`config.mk`:
```
export PLATFORM = sky130hd
export DESIGN_NAME = button_event_capture
export DESIGN_NICKNAME = d
export VERILOG_FILES = /design/src/rtl/bec_pkg.sv /design/src/rtl/bec_debounce.sv /design/src/rtl/button_event_capture.sv
export SDC_FILE = /design/constraint.sdc
export NUM_CORES = 1
export LEC_CHECK = 0
export CORE_UTILIZATION = 50
export CTS_CLUSTER_SIZE = 12
export DETAILED_ROUTE_END_ITERATION = 10
export PLACE_DENSITY = 0.74
export SKIP_CTS_REPAIR_TIMING = 1
export SYNTH_ARGS = -nofsm -noshare
export SYNTH_HDL_FRONTEND = slang
export SYNTH_HIERARCHICAL = 1
export SYNTH_SLANG_ARGS = --single-unit
```
`constraint.sdc`:
```
create_clock -name clk_clk -period 2.2 [get_ports clk_clk]
set_input_delay 0.44 -clock clk_clk [delete_from_list [all_inputs] [get_ports clk_clk]]
set_output_delay 0.44 -clock clk_clk [all_outputs]
set_load 0.1 [all_outputs]
```
`src/rtl/bec_pkg.sv`:
```
// Shared constants for the button event capture block: status_word field
// positions, the acknowledge toggle bit and the default debounce length.
package bec_pkg;

    localparam int ST_LEVEL_LSB            = 0;
    localparam int ST_STICKY_LSB           = 8;
    localparam int ST_COUNT_LSB            = 16;
    localparam int ST_OVF_BIT              = 24;
    localparam int ACK_TOGGLE_BIT          = 31;
    localparam int DEFAULT_DEBOUNCE_CYCLES = 500000;
    localparam int MAX_KEYS                = 8;

    function automatic logic [7:0] popcount8(input logic [7:0] v);
        logic [7:0] c;
        c = 8'd0;
        for (int i = 0; i < 8; i++) begin
            c = c + {7'd0, v[i]};
        end
        return c;
    endfunction

endpackage

```
`src/rtl/bec_debounce.sv`:
```
// Single-key debouncer: accepts a new level only after it has differed from
// the held level for DEBOUNCE_CYCLES consecutive cycles.
module bec_debounce
    import bec_pkg::*;
#(
    parameter int DEBOUNCE_CYCLES = DEFAULT_DEBOUNCE_CYCLES
) (
    input  logic clk_i,
    input  logic rst_n_i,
    input  logic level_i,
    output logic level_o
);

    localparam int CNT_W = (DEBOUNCE_CYCLES > 1) ? $clog2(DEBOUNCE_CYCLES) : 1;
    localparam logic [CNT_W-1:0] CNT_LAST = CNT_W'(DEBOUNCE_CYCLES - 1);

    logic [CNT_W-1:0] cnt_q;
    logic [CNT_W-1:0] cnt_d;
    logic             level_q;
    logic             level_d;

    // Next-state: any return to the held level restarts the count.
    always_comb begin
        cnt_d   = cnt_q;
        level_d = level_q;
        if (level_i == level_q) begin
            cnt_d = '0;
        end else if (cnt_q == CNT_LAST) begin
            level_d = level_i;
            cnt_d   = '0;
        end else begin
            cnt_d = cnt_q + CNT_W'(1);
        end
    end

    // Debounce state registers.
    always_ff @(posedge clk_i or negedge rst_n_i) begin
        if (!rst_n_i) begin
            cnt_q   <= '0;
            level_q <= 1'b0;
        end else begin
            cnt_q   <= cnt_d;
            level_q <= level_d;
        end
    end

    assign level_o = level_q;

endmodule

```
`src/rtl/button_event_capture.sv`:
```
// Push-button capture for a host PIO pair: debounced levels, sticky press
// bits with toggle-acknowledged clear, overflow flag; press counter under BEC_PRESS_COUNT_EN.
module button_event_capture
    import bec_pkg::*;
#(
    parameter int NUM_KEYS        = 4,
    parameter int DEBOUNCE_CYCLES = DEFAULT_DEBOUNCE_CYCLES
) (
    input  logic                clk_clk,
    input  logic                reset_reset_n,
    input  logic [NUM_KEYS-1:0] keys_n,
    input  logic [31:0]         ack_word,
    output logic [31:0]         status_word
);

    logic [NUM_KEYS-1:0] key_meta_q;
    logic [NUM_KEYS-1:0] key_sync_q;
    logic [NUM_KEYS-1:0] deb_level_s;
    logic [NUM_KEYS-1:0] level_q;
    logic [NUM_KEYS-1:0] press_s;
    logic [NUM_KEYS-1:0] clr_mask_s;
    logic [NUM_KEYS-1:0] sticky_q;
    logic [NUM_KEYS-1:0] sticky_d;
    logic                ack_meta_q;
    logic                ack_sync_q;
    logic                ack_s;
    logic                tog_q;
    logic                tog_d;
    logic                ovf_q;
    logic                ovf_d;
    logic [31:0]         status_d;
    logic                unused_ack_s;

    assign unused_ack_s = ^ack_word[ACK_TOGGLE_BIT-1:NUM_KEYS];

    // Input synchronizers; keys are inverted ahead of the flops so a cleared
    // synchronizer reads "released" and reset never fakes a press.
    always_ff @(posedge clk_clk or negedge reset_reset_n) begin
        if (!reset_reset_n) begin
            key_meta_q <= '0;
            key_sync_q <= '0;
            ack_meta_q <= 1'b0;
            ack_sync_q <= 1'b0;
        end else begin
            key_meta_q <= ~keys_n;
            key_sync_q <= key_meta_q;
            ack_meta_q <= ack_word[ACK_TOGGLE_BIT];
            ack_sync_q <= ack_meta_q;
        end
    end

    for (genvar g = 0; g < NUM_KEYS; g++) begin : g_deb
        bec_debounce #(
            .DEBOUNCE_CYCLES(DEBOUNCE_CYCLES)
        ) u_deb (
            .clk_i   (clk_clk),
            .rst_n_i (reset_reset_n),
            .level_i (key_sync_q[g]),
            .level_o (deb_level_s[g])
        );
    end

    // Event and sticky next-state; a coincident press overrides the clear.
    always_comb begin
        press_s = deb_level_s & ~level_q;
        ack_s   = ack_sync_q ^ tog_q;
        if (ack_s) begin
            clr_mask_s = ack_word[NUM_KEYS-1:0];
            tog_d      = ack_sync_q;
        end else begin
            clr_mask_s = '0;
            tog_d      = tog_q;
        end
        sticky_d = (sticky_q & ~clr_mask_s) | press_s;
        ovf_d    = ovf_q | (|(press_s & sticky_q));
    end

    // Event state; level_q also delays the levels so they line up with sticky.
    always_ff @(posedge clk_clk or negedge reset_reset_n) begin
        if (!reset_reset_n) begin
            level_q  <= '0;
            sticky_q <= '0;
            ovf_q    <= 1'b0;
            tog_q    <= 1'b0;
        end else begin
            level_q  <= deb_level_s;
            sticky_q <= sticky_d;
            ovf_q    <= ovf_d;
            tog_q    <= tog_d;
        end
    end

`ifdef BEC_PRESS_COUNT_EN
    logic [7:0] press_cnt_q;
    logic [7:0] press_cnt_d;

    // Simultaneous presses add their count in one step, wrapping at 256.
    always_comb begin
        press_cnt_d = press_cnt_q + popcount8(8'(press_s));
    end

    // Press counter register.
    always_ff @(posedge clk_clk or negedge reset_reset_n) begin
        if (!reset_reset_n) begin
            press_cnt_q <= 8'd0;
        end else begin
            press_cnt_q <= press_cnt_d;
        end
    end
`endif

    // Host-visible word assembly.
    always_comb begin
        status_d                              = 32'd0;
        status_d[ST_LEVEL_LSB +: NUM_KEYS]    = level_q;
        status_d[ST_STICKY_LSB +: NUM_KEYS]   = sticky_q;
`ifdef BEC_PRESS_COUNT_EN
        status_d[ST_COUNT_LSB +: 8]           = press_cnt_q;
`else
        status_d[ST_COUNT_LSB +: 8]           = 8'd0;
`endif
        status_d[ST_OVF_BIT]                  = ovf_q;
        status_d[ACK_TOGGLE_BIT]              = tog_q;
    end

    // Registered status output.
    always_ff @(posedge clk_clk or negedge reset_reset_n) begin
        if (!reset_reset_n) begin
            status_word <= 32'd0;
        end else begin
            status_word <= status_d;
        end
    end

endmodule

```
* Yosys cells after proc, flatten, opt, wreduce, memory -nomap -nowiden
Cells that the tools add are included.
** Cells by class
- Add/subtract/negate cells :: 4
- $mul :: 0
- Divide/modulo/power cells :: 0
- Order comparisons :: 0
- Equal/unequal tests :: 8
- Shifts and indexed selects :: 0
- Muxes and demuxes :: 9
- Bitwise operators :: 13
- Reductions and logical operators :: 5
** Operators with widths (number)
- 19-bit 2-to-1 mux :: 8
- 19-bit by 1-bit adder with 19-bit output (second input constant) :: 4
- 19-bit == test (second input constant) :: 4
- 4-bit bitwise AND :: 3
- 4-bit NOT :: 3
- 2-bit AND reduction :: 4
- 1-bit == test :: 4
- 4-bit 2-to-1 mux :: 1
- 1-bit NOT :: 4
- 4-bit OR :: 1
- 4-bit OR reduction :: 1
- 1-bit OR :: 1
- 1-bit bitwise XOR :: 1
** Storage, ports and cells
- Register bits :: 110
- Bits in latches :: 0
- RAM bits :: 0
- Bits in read-only memories :: 0
- Output and inout port bits :: 32
- Logic and storage cells :: 56
- Memories kept :: 0

* Depth between registers and ports, before layout
- Word-level depth :: 5
- Mapped depth :: 5
- Depth with buffers taken out :: 5

* By module
The synthesis kept the hierarchy.
** By module, submodules not included
- bec_debounce :: times used 4, cells an instance 103, area an instance 1029.7 um2, sequential area each 500.5 um2
- button_event_capture :: times used 1, cells an instance 74, area an instance 1043.5 um2, sequential area each 750.7 um2

* Worst setup path before layout
Ideal clock, no wire load.
- Path type :: reg2reg
- From :: register g_deb[0].u_deb.cnt_q[0]
- To :: register g_deb[0].u_deb.cnt_q[16]
- Arrival time :: 1.791 ns
- Required time :: 2.122 ns
- Path slack :: 0.331 ns
- Stages on the path, launching flop included :: 6
- Path buffers :: 0
- Clock period less this slack :: 1.869 ns
- Path through :: dfrtp_1 -> ha_1 -> nand4_4 -> or4_4 -> or3_1 -> a21oi_1
** On the way
- Longest elaborated chain between the ends :: 3
** RTL lines
- start, declared :: RTL line bec_debounce.sv:17 : logic [CNT_W-1:0] cnt_q;
- start signal, assigned :: RTL line bec_debounce.sv:42 : cnt_q <= cnt_d;
- 19-bit by 1-bit adder with 19-bit output or 19-bit == test (tied branches) :: RTL line bec_debounce.sv:32, bec_debounce.sv:28
- 19-bit 2-to-1 mux (*) :: RTL line bec_debounce.sv:28 : end else if (cnt_q == CNT_LAST) begin
- 19-bit 2-to-1 mux (*) :: RTL line bec_debounce.sv:26 : if (level_i == level_q) begin
- named net g_deb[0].u_deb.cnt_d[16] :: RTL line bec_debounce.sv:18 : logic [CNT_W-1:0] cnt_d;
The timed path passes the listed nets; every way through them passes the cells marked *.
A chain may end at the register's enable or synchronous reset.

* Worst setup path after layout
- From :: register g_deb[3].u_deb.cnt_q[0]
- To :: register g_deb[3].u_deb.cnt_q[18]
** On the way
- Longest elaborated chain between the ends :: 3
** RTL lines (RTL line)
- start, declared :: bec_debounce.sv:17
- start signal, assigned :: bec_debounce.sv:42
- 19-bit by 1-bit adder with 19-bit output or 19-bit == test (tied branches) :: bec_debounce.sv:32, bec_debounce.sv:28
- 19-bit 2-to-1 mux (*) :: bec_debounce.sv:28
- 19-bit 2-to-1 mux (*) :: bec_debounce.sv:26
- named net g_deb[3].u_deb.cnt_d[18] :: bec_debounce.sv:18
Marks and branches as above.

==> impl_metrics.csv <==
group,metric,value,unit
worst_setup_path,path_max_fanout,5,
synthesis,synth_seq_cells,110,
worst_setup_path,r2r-start,"g_deb[3].u_deb/cnt_q[0]$_DFF_PN0_",
timing,slew_headroom,62.5,%
layout,syn_to_final_growth,9.82,%
timing,hold_viol,0,
die,row_count,36,
die,die_h,104,um
worst_setup_path,cp_slowest_stage_delay,0.57,ns
global_route,grt_pass1_wl,15200,um
synthesis,synth_area_leaders,"dfrtp_1, xnor2_1, nor2_1, buf_4, nand3_1",
place,gp_congestion,0.863,
worst_setup_path,cp_top_family,"simple AND/OR/NAND/NOR gates",
routing,vias,3416,
global_route,grt_use_total,17.6,%
die,start_util,52.1,%
place,port_buffers,20,
clock_tree,cts_buffers,9,
worst_setup_path,worst-path-buf-inv,0,
synthesis,postSynthCellCount,486,
synthesis,synth_edf_count,0,
layout,layout_common_cells,"dfrtp_1, nor2_1, xnor2_1",
worst_setup_path,crit_path_top_delay_cell,"or4_4",
power_and_ir_drop,power.leakage,2.44,nW
clock_tree,path_clk_slew,0.10,ns
min_path,hold_class,"in2async",
place,dpl.hpwl,6270,um
layout,antenna_cells,0,
layout,final_net_count,564,
synthesis,ys.flop_type,"dfrtp_1",
power_and_ir_drop,power.density,626,nW/um2
clock_tree,root_buffer,"clkbuf_8",
routing,ant_nets,0,
worst_setup_path,ff2ff_path_depth,5,
routing,firstDrtPassIters,4,
synthesis,synth_top_area_share,53.3,%
timing,skew,0.00996,ns
worst_setup_path,cp.depth,5,
timing,min_period_over_period,90.6,%
die,io_pins,70,
clock_tree,cts_tree,"yes",
timing,setup_viol,0,
die,core_area,9910,um2
synthesis,yosys_warnings,6,
timing,tns,0,ns
routing,post_drt_wl_per_cell,13.1,um
worst_setup_path,ff2ff_setup_slack,0.21,ns
timing,worst_pin_slew,0.563,ns
layout,final_common_cell,"dfrtp_1",
routing,finalWirelength,8670,um
power_and_ir_drop,finalPower,3.55,mW
worst_setup_path,cp_cell_sequence,"ha_1 > nand4_4 > or4_4 > or3_1 > a21oi_1",
synthesis,yosysSeqAreaShare,53.3,%
die,die_w,104,um
layout,drive_gt1_share,11.4,%
run,maxCapViolCount,0,
clock_tree,h-tree-depth,3,
timing,rsz0062_at_grt,"false",
die,die-area,10700,um2
routing,drc,0,
clock_tree,cts_sinks,110,
routing,drt_iter0_drc,115,
clock_tree,clockBufferDepth,2,
timing,drv_slew,0,
synthesis,ys_types,30,
worst_setup_path,start_kind,"flip-flop",
worst_setup_path,required,2.48,ns
worst_setup_path,timing.rr.end,"g_deb[3].u_deb/cnt_q[18]$_DFF_PN0_",
global_route,grt_max_degree,45,
worst_setup_path,crit_type,"reg2reg",
synthesis,syn-cell-area,5160,um2
routing,via_per_inst,5.18,
worst_setup_path,cp.arrival,2.27,ns
synthesis,synth-async-reset-ratio,100,%
timing,fmax,502,MHz
power_and_ir_drop,irDropWorstVdd,0.000468,V
global_route,grt_antenna_before_repair,0,
run_status,status,"completed",
worst_setup_path,cp-end-kind,"flip-flop",
global_route,grt-ovfl-total,0,
global_route,grt_pass1_vias,3300,
synthesis,avgSynthCellArea,10.6,um2
synthesis,yosysTopAreaCell,"dfrtp_1",
clock_tree,clk-insertion-delay-late,0.36,ns
timing,final.min_clock_period,1.99,ns
cell usage after synthesis, types with 4 or more instances:
library cell	count
mux2_2	4
nor4_2	4
o41ai_4	4
o21ai_0	8
nor4b_1	4
nand2_1	25
nor3_1	16
or3_1	8
dfrtp_1	110
a21oi_1	13
nand3_1	28
a21o_1	4
xnor2_1	52
and2_1	4
mux2i_1	4
nor4_1	20
xor2_1	8
nand4_1	16
buf_2	4
inv_1	24
ha_1	4
buf_4	26
nor2b_1	8
or4_4	4
nand4_4	4
nor2_1	76
per-layer routing:
metal	global-route usage, %	up-vias	wire length, um
met2	28.5	77	4180
li1	-	1681	-
met1	23.0	1652	4070
met3	5.03	6	339
met4	4.87	0	81
met5	0	-	0
flip-flops by register name, indices dropped and copies added (netlist names):
signal,cells
ack_sync_q,1
level_q,4
key_sync_q,4
g_deb.u_deb/level_o,4
key_meta_q,4
tog_q,1
ack_meta_q,1
g_deb.u_deb/cnt_q,76
ovf_q,1
sticky_q,4
status_word,10
metrics by stage:
| stage | setup WS (ns) | area, um2 | hold WS (ns) | std cells | util [%] |
|---|---|---|---|---|---|
| 2_1_floorplan | 0.331 | 5240 | 0.144 | 507 | - |
| 3_3_place_gp | 0.298 | 5490 | 0.331 | 644 | 55.4 |
| 3_5_place_dp | 0.242 | 5490 | 0.336 | 644 | 55.4 |
| 4_1_cts | 0.216 | 5670 | 0.0629 | 660 | 57.2 |
| 5_1_grt | 0.122 | 5670 | 0.0769 | 660 | 57.2 |
| 6_report | 0.208 | 5670 | 0.0521 | 660 | 57.2 |
kinds of logic (layout without fill, tap and decap cells):
kind of cell	count (synthesis)	count (layout)	synth area share, %
simple gates	217	217	22.6
buf+inv	55	75	5.99
fa+ha+maj	4	4	0.970
mux	8	8	1.65
compound gates	30	30	4.94
xor+xnor	61	61	10.5
other cells	1	22	0.0726
flops	110	110	53.3
area by class of cell:
| type | instances | area [um2] |
|---|---|---|
| fill | 855 | 4240 |
| sequential | 110 | 2750 |
| multi-input combinational | 342 | 2180 |
| timing repair buffer | 35 | 298 |
| tap | 133 | 166 |
| clock buffer | 12 | 135 |
| inverter | 24 | 90.1 |
| clock inverter | 4 | 47.5 |
worst max-delay path by stage:
| stage | slack (ns) | from | to |
|---|---|---|---|
| 2_1_floorplan | 0.33 | g_deb[0].u_deb/cnt_q[0]$_DFF_PN0_ | g_deb[0].u_deb/cnt_q[16]$_DFF_PN0_ |
| 3_3_place_gp | 0.30 | g_deb[2].u_deb/cnt_q[9]$_DFF_PN0_ | g_deb[2].u_deb/level_o$_DFFE_PN0P_ |
| 3_5_place_dp | 0.24 | g_deb[3].u_deb/cnt_q[0]$_DFF_PN0_ | g_deb[3].u_deb/cnt_q[18]$_DFF_PN0_ |
| 4_1_cts | 0.22 | g_deb[3].u_deb/cnt_q[0]$_DFF_PN0_ | g_deb[3].u_deb/cnt_q[18]$_DFF_PN0_ |
| 5_1_grt | 0.12 | g_deb[0].u_deb/cnt_q[9]$_DFF_PN0_ | g_deb[0].u_deb/level_o$_DFFE_PN0P_ |
| 6_report | 0.21 | g_deb[3].u_deb/cnt_q[0]$_DFF_PN0_ | g_deb[3].u_deb/cnt_q[18]$_DFF_PN0_ |
where the power goes:
part	switching, mW	total (mW)	internal (mW)
sequential	0.0313	2.08	2.05
combinational	0.262	0.323	0.0612
clock	0.622	1.15	0.525
Power figures use the tool's default switching activity.
